File: src/rtl/bfp_piso_out.sv
// Converts one block-floating-point group (four signed mantissas, one shared exponent)
// to FP16 and streams the four results out serially. Define BFP_PISO_SAT_EN to saturate on overflow.
module bfp_piso_out #(
    parameter int mantissa_size = 10,
    parameter int exponent_size = 5,
    parameter int output_size   = 16
) (
    input  logic                               clk,
    input  logic                               rst,
    input  logic                               in_valid,
    output logic                               in_ready,
    input  logic [4*(mantissa_size+1)-1:0]     m_in,
    input  logic [exponent_size-1:0]           exp_in,
    output logic                               out_valid,
    input  logic                               out_ready,
    output logic [output_size-1:0]             out_data,
    output logic                               out_last
);

    localparam int mw      = mantissa_size + 1;
    localparam int exp_max = (1 << exponent_size) - 1;

    typedef enum logic [1:0] {
        IDLE = 2'd0,
        CONV = 2'd1,
        SEND = 2'd2
    } state_t;

    state_t                   state_reg;
    logic [1:0]               idx_reg;
    logic [4*mw-1:0]          m_reg;
    logic [exponent_size-1:0] exp_reg;
    logic [output_size-1:0]   out_buf_reg [4];
    logic [output_size-1:0]   conv [4];

    // A mantissa of 512 (leading one at bit mantissa_size-1) represents 1.0 at the shared
    // exponent, so the FP16 exponent is E + p - (mantissa_size-1). The shift is exact.
    function automatic logic [output_size-1:0] to_fp16(
        input logic [mw-1:0]            m,
        input logic [exponent_size-1:0] e_in
    );
        logic                     s;
        logic [mw-1:0]            a;
        logic [3:0]               p;
        logic [3:0]               shamt;
        logic [mantissa_size-1:0] frac;
        int                       e;
        logic [output_size-1:0]   r;

        s = m[mw-1];
        a = s ? (~m + 1'b1) : m;
        p = '0;
        for (int i = 0; i < mw; i++) begin
            if (a[i]) begin
                p = 4'(i);
            end
        end
        shamt = 4'(mantissa_size) - p;
        frac  = mantissa_size'(a << shamt);
        e     = int'(e_in) + int'(p) - (mantissa_size - 1);

        if (a == '0) begin
            r = '0;
        end else if (int'(e_in) == exp_max) begin
            r = {1'b0, {exponent_size{1'b1}}, 1'b1, {(mantissa_size-1){1'b0}}};
        end else if (e <= 0) begin
            r = {s, {(output_size-1){1'b0}}};
        end else if (e >= exp_max) begin
`ifdef BFP_PISO_SAT_EN
            r = {s, {(exponent_size-1){1'b1}}, 1'b0, {mantissa_size{1'b1}}};
`else
            r = {s, {exponent_size{1'b1}}, {mantissa_size{1'b0}}};
`endif
        end else begin
            r = {s, exponent_size'(e), frac};
        end
        return r;
    endfunction

    genvar gi;
    generate
        for (gi = 0; gi < 4; gi++) begin : g_conv
            assign conv[gi] = to_fp16(m_reg[gi*mw +: mw], exp_reg);
        end
    endgenerate

    // The last accepted beat frees the block, letting the next group in without an IDLE cycle.
    assign in_ready = !rst && ((state_reg == IDLE) ||
                               (state_reg == SEND && idx_reg == 2'd3 && out_ready));

    always_ff @(posedge clk) begin
        if (rst) begin
            state_reg <= IDLE;
            idx_reg   <= '0;
            m_reg     <= '0;
            exp_reg   <= '0;
            out_valid <= 1'b0;
            out_last  <= 1'b0;
            out_data  <= '0;
            for (int k = 0; k < 4; k++) begin
                out_buf_reg[k] <= '0;
            end
        end else begin
            case (state_reg)
                IDLE: begin
                    if (in_valid) begin
                        m_reg     <= m_in;
                        exp_reg   <= exp_in;
                        state_reg <= CONV;
                    end
                end
                CONV: begin
                    for (int k = 0; k < 4; k++) begin
                        out_buf_reg[k] <= conv[k];
                    end
                    out_data  <= conv[0];
                    out_valid <= 1'b1;
                    out_last  <= 1'b0;
                    idx_reg   <= '0;
                    state_reg <= SEND;
                end
                SEND: begin
                    if (out_ready) begin
                        if (idx_reg == 2'd3) begin
                            out_valid <= 1'b0;
                            out_last  <= 1'b0;
                            out_data  <= '0;
                            idx_reg   <= '0;
                            if (in_valid) begin
                                m_reg     <= m_in;
                                exp_reg   <= exp_in;
                                state_reg <= CONV;
                            end else begin
                                state_reg <= IDLE;
                            end
                        end else begin
                            idx_reg  <= idx_reg + 2'd1;
                            out_data <= out_buf_reg[idx_reg + 2'd1];
                            out_last <= (idx_reg == 2'd2);
                        end
                    end
                end
                default: begin
                    state_reg <= IDLE;
                end
            endcase
        end
    end

endmodule

File: config.mk
export PLATFORM = sky130hd
export DESIGN_NAME = bfp_piso_out
export DESIGN_NICKNAME = d
export VERILOG_FILES = /design/src/rtl/bfp_piso_out.sv
export SDC_FILE = /design/constraint.sdc
export NUM_CORES = 1
export LEC_CHECK = 0
export ABC_AREA = 1
export BUFFER_PORTS_ARGS = -buffer_cell sky130_fd_sc_hd__buf_4
export CAP_MARGIN = 20
export CORE_MARGIN = 2
export CORE_UTILIZATION = 30
export DETAILED_ROUTE_END_ITERATION = 12
export PLACE_DENSITY = 0.57
export SYNTH_ARGS = -nofsm -noshare
export SYNTH_HDL_FRONTEND = slang
export SYNTH_SLANG_ARGS = --single-unit
File: constraint.sdc
create_clock -name clk -period 4.3 [get_ports clk]
set_input_delay 1.29 -clock clk [delete_from_list [all_inputs] [get_ports clk]]
set_output_delay 1.29 -clock clk [all_outputs]
set_load 0.05 [all_outputs]
==> reports/qor.log <==
qor: place.place.port_buffers 71
qor: cts.clk_path_buf_depth 2
qor: synth.yosys.area_share.adder 7.00%
qor: sta.setup_viol_count_final 0
qor: sta.slew_violations 0
qor: critical_path.critical_path_peak_fanout 5
qor: synth.synth-xor-area-share 3.08%
qor: critical_path.start_kind flop
qor: detailed_routing.detailedRoute.firstPassIterationCount 5
qor: floorplan.die_area 33200 um^2
qor: floorplan.dieWidth 182 um
qor: floorplan.fp-row-count 65
qor: critical_path.cpPeakStageDelay 0.38 ns
qor: synth.synth_top_family_by_area simple AND/OR/NAND/NOR gates
qor: floorplan.die_height 182 um
qor: synth.synth_compound_area_share 19.6%
qor: final_layout.regArea 3350 um^2
qor: sta.post-route-period-util 95.2%
qor: synth.synth_area_leader_cell edfxtp_1
qor: synth.post_synth_and_or_nand_nor_area_fraction 25.6%
qor: critical_path.cp_data_arrival_time 4.27 ns
qor: power.p_leak 5.05 nW
qor: critical_path.worst_path_required_time 4.48 ns
qor: synth.yosys_warnings 0
qor: detailed_routing.drtIter0Drc 653
qor: synth.post_synth_instance_area 9540 um^2
qor: final_layout.final_net_count 1529
qor: sta.skew 0.0118 ns
qor: power.ir_worst_vdd 0.000293 V
qor: detailed_routing.dr_drc_count 0
qor: detailed_routing.detail_route.vias_per_cell 4.86
qor: cts.clock_pin_slew_on_the_worst_setup_and_hold_paths 0.06 ns
qor: floorplan.core 31500 um^2
qor: critical_path.critical_path_class flop to flop
qor: synth.synth_sequential_area_ratio 35.0%
qor: critical_path.r2r-start m_reg[34]
qor: synth.synth_async_sr_flop_share 0%
qor: worst_hold_path.hold_path_startpoint m_reg[23]
qor: sta.final-hold-violation-count 0
qor: final_layout.final_core_util 37.4%
qor: place.preCtsSetupSlack -0.00369 ns
qor: floorplan.ioPinCount 72
qor: synth.ys_top_cells_by_area edfxtp_1 (20%), dfxtp_1 (15%), nand2_1 (10%)
qor: synth.primary_ff_master_synth dfxtp_1
qor: sta.timing.slew.headroom 48.0%
qor: cts.insertion_delay 0.42 ns
qor: cts.hold_buffers 0
qor: cts.cts_htree_levels 4
qor: global_routing.maximum_number_of_pins_on_one_net_before_global_route_repair 68
qor: sta.whs 0.490 ns
qor: place.post-dp-hpwl 19300 um
qor: synth.net_count_after_synthesis 1437
qor: synth.synth_largest_type_area_fraction 20.1%
qor: cts.tritoncts.num_buffers 17
qor: critical_path.critical-path-slowest-cell fa_2
qor: critical_path.worst-path-buf-inv 6
qor: sta.timing_worst_slew_pin_value 0.777 ns
qor: synth.count_of_flip_flops_with_a_built_in_enable_after_synthesis 64
qor: global_routing.grt_usage 15.3%
qor: critical_path.cp-end-kind flop
qor: detailed_routing.route.final.wire_length 25700 um
qor: detailed_routing.ant_nets 0
qor: place.gp_congestion 0.826
qor: power.p_total 6.80 mW
qor: detailed_routing.wl_per_cell 14.0 um
qor: sta.layout_min_cycle_time 4.09 ns
qor: synth.postSynthAreaPerCell 7.16 um^2
qor: cts.numClockSinks 135
qor: power.power.density_cell_area 578 nW/um^2
qor: synth.synth.mux.area_fraction 0.105%
qor: final_layout.ant_diodes 0
qor: job.maxCapViolCount 0
qor: synth.yosys_register_bits 135
qor: global_routing.first_pass_grt_wire_length 40900 um
qor: final_layout.drive_above_1_share 23.2%
qor: final_layout.largest_register_ffs 64
qor: cts.tritoncts done
qor: critical_path.cp_top_family simple AND/OR/NAND/NOR gates
qor: synth.yosys.cell_types.count 54
qor: global_routing.total_overflow_reported_by_the_global_router 0
qor: synth.syn_inst 1333
qor: final_layout.area_used_by_multi_input_combinational_logic 5660 um^2
qor: cts.root_buffer_master clkbuf_16
qor: critical_path.cp-startpoint m_reg[34]
qor: sta.achievable-frequency 0.244 GHz
qor: global_routing.grt_pass1_vias 8392
qor: run_status.result_of_the_run completed
qor: global_routing.antenna_found_initial 0
qor: detailed_routing.routed-via-count 8934
qor: final_layout.layout-area-overhead-vs-synth 23.4%
qor: worst_hold_path.hold_path_class flop to flop
qor: sta.post-route-worst-setup-slack 0.208 ns
qor: floorplan.floorplan.initialDensity 30.3%
qor: final_layout.fillCellCount 3235
## kinds of logic (layout without fill, tap and decap cells)
group / after synthesis / count (layout)
adders and majority gates: 51 / 51
xor gates and xnor gates: 28 / 28
and+or+nand+nor: 538 / 538
buffers and inverters: 233 / 338
AOI/OAI and AO/OA: 347 / 347
muxes: 1 / 1
DFF: 135 / 135
## power breakdown
group	internal (mW)	switching, mW
combinational	1.35	2.33
sequential	1.48	0.0841
clock	0.930	0.623
## metrics by stage
stage	instances	instance area, um^2	TNS, ns
3_5_place_dp	1787	10600	-0.00369
2_1_floorplan	1333	9540	0
6_report	1840	11800	0
4_1_cts	1819	11200	0
3_3_place_gp	1787	10600	0
5_1_grt	1840	11800	-0.352
## layout make-up
class | count | area share, %
Sequential cell | 135 | 28.5
Clock buffer | 18 | 3.65
Clock inverter | 14 | 1.61
Multi-Input combinational cell | 965 | 48.1
Timing Repair Buffer | 121 | 7.96
Inverter | 185 | 5.94
Tap cell | 402 | 4.27
## Yosys cell counts (all sizes together), types with 2 or more instances
| cell | count |
|---|---|
| nand2 | 279 |
| o21ai | 192 |
| inv | 181 |
| nor2 | 123 |
| a21oi | 104 |
| nand3 | 74 |
| dfxtp | 71 |
| edfxtp | 64 |
| ha | 47 |
| clkbuf | 35 |
| xor2 | 26 |
| nand4 | 19 |
| o22ai | 19 |
| nor3 | 18 |
| a31oi | 16 |
| nor4 | 14 |
| buf | 13 |
| o211ai | 6 |
| or2 | 6 |
| and2 | 4 |
| clkinv | 4 |
| fa | 4 |
| o21ba | 3 |
| a211oi | 2 |
| xnor2 | 2 |
## routing by layer
| metal | up-vias | share of wire [%] | GRT usage (%) |
|---|---|---|---|
| met5 | - | 0 | 0 |
| met4 | 0 | 1.2 | 3.90 |
| met3 | 21 | 3.3 | 2.26 |
| met2 | 144 | 48 | 26.4 |
| met1 | 4114 | 47 | 20.0 |
| li1 | 4655 | - | - |
## path summary, 6_finish.rpt
check	endpoint	slack (ns)	cells past startpoint
worst max-delay path	out_buf_reg[3][4]	0.21	30
worst min-delay path	m_reg[23]	0.49	2
worst max register to register	out_buf_reg[3][4]	0.21	30
worst min register to register	m_reg[23]	0.49	2
## layout by cell type, fill, tap and decap left out, types with 5 or more instances in the layout
master / Yosys / final
nand2_4: 5 / 6
nand4_1: 18 / 18
nor2_4: 2 / 6
nor2_1: 113 / 105
o21ai_1: 21 / 22
inv_1: 151 / 140
nand2_1: 255 / 239
nand2_2: 19 / 34
nor4_1: 12 / 9
a21oi_2: 1 / 9
nor3_1: 16 / 15
o21ai_0: 165 / 159
clkbuf_16: 0 / 17
nand3_2: 6 / 10
inv_2: 30 / 39
nor2_2: 8 / 12
a21oi_1: 103 / 94
o211ai_1: 5 / 5
xor2_2: 4 / 8
ha_1: 47 / 39
o21ai_2: 6 / 11
nand3_1: 68 / 62
buf_4: 3 / 118
edfxtp_1: 64 / 64
xor2_1: 22 / 18
dfxtp_1: 71 / 67
a31oi_1: 16 / 15
o22ai_1: 19 / 16
## tightest hold or removal path, stage by stage, from the launching register on
cell and delay [ns]:
dfxtp_1 0.31, inv_2 0.08, a21oi_1 0.06
## repair_timing
| action | in CTS | in global routing |
|---|---|---|
| setup endpoints to repair | 2 | 62 |
| setup buffers | 0 | 20 |
| gates resized for setup | 3 | 108 |
| pin swaps | 2 | 46 |
Note: power is estimated with default switching activity, not from simulation.
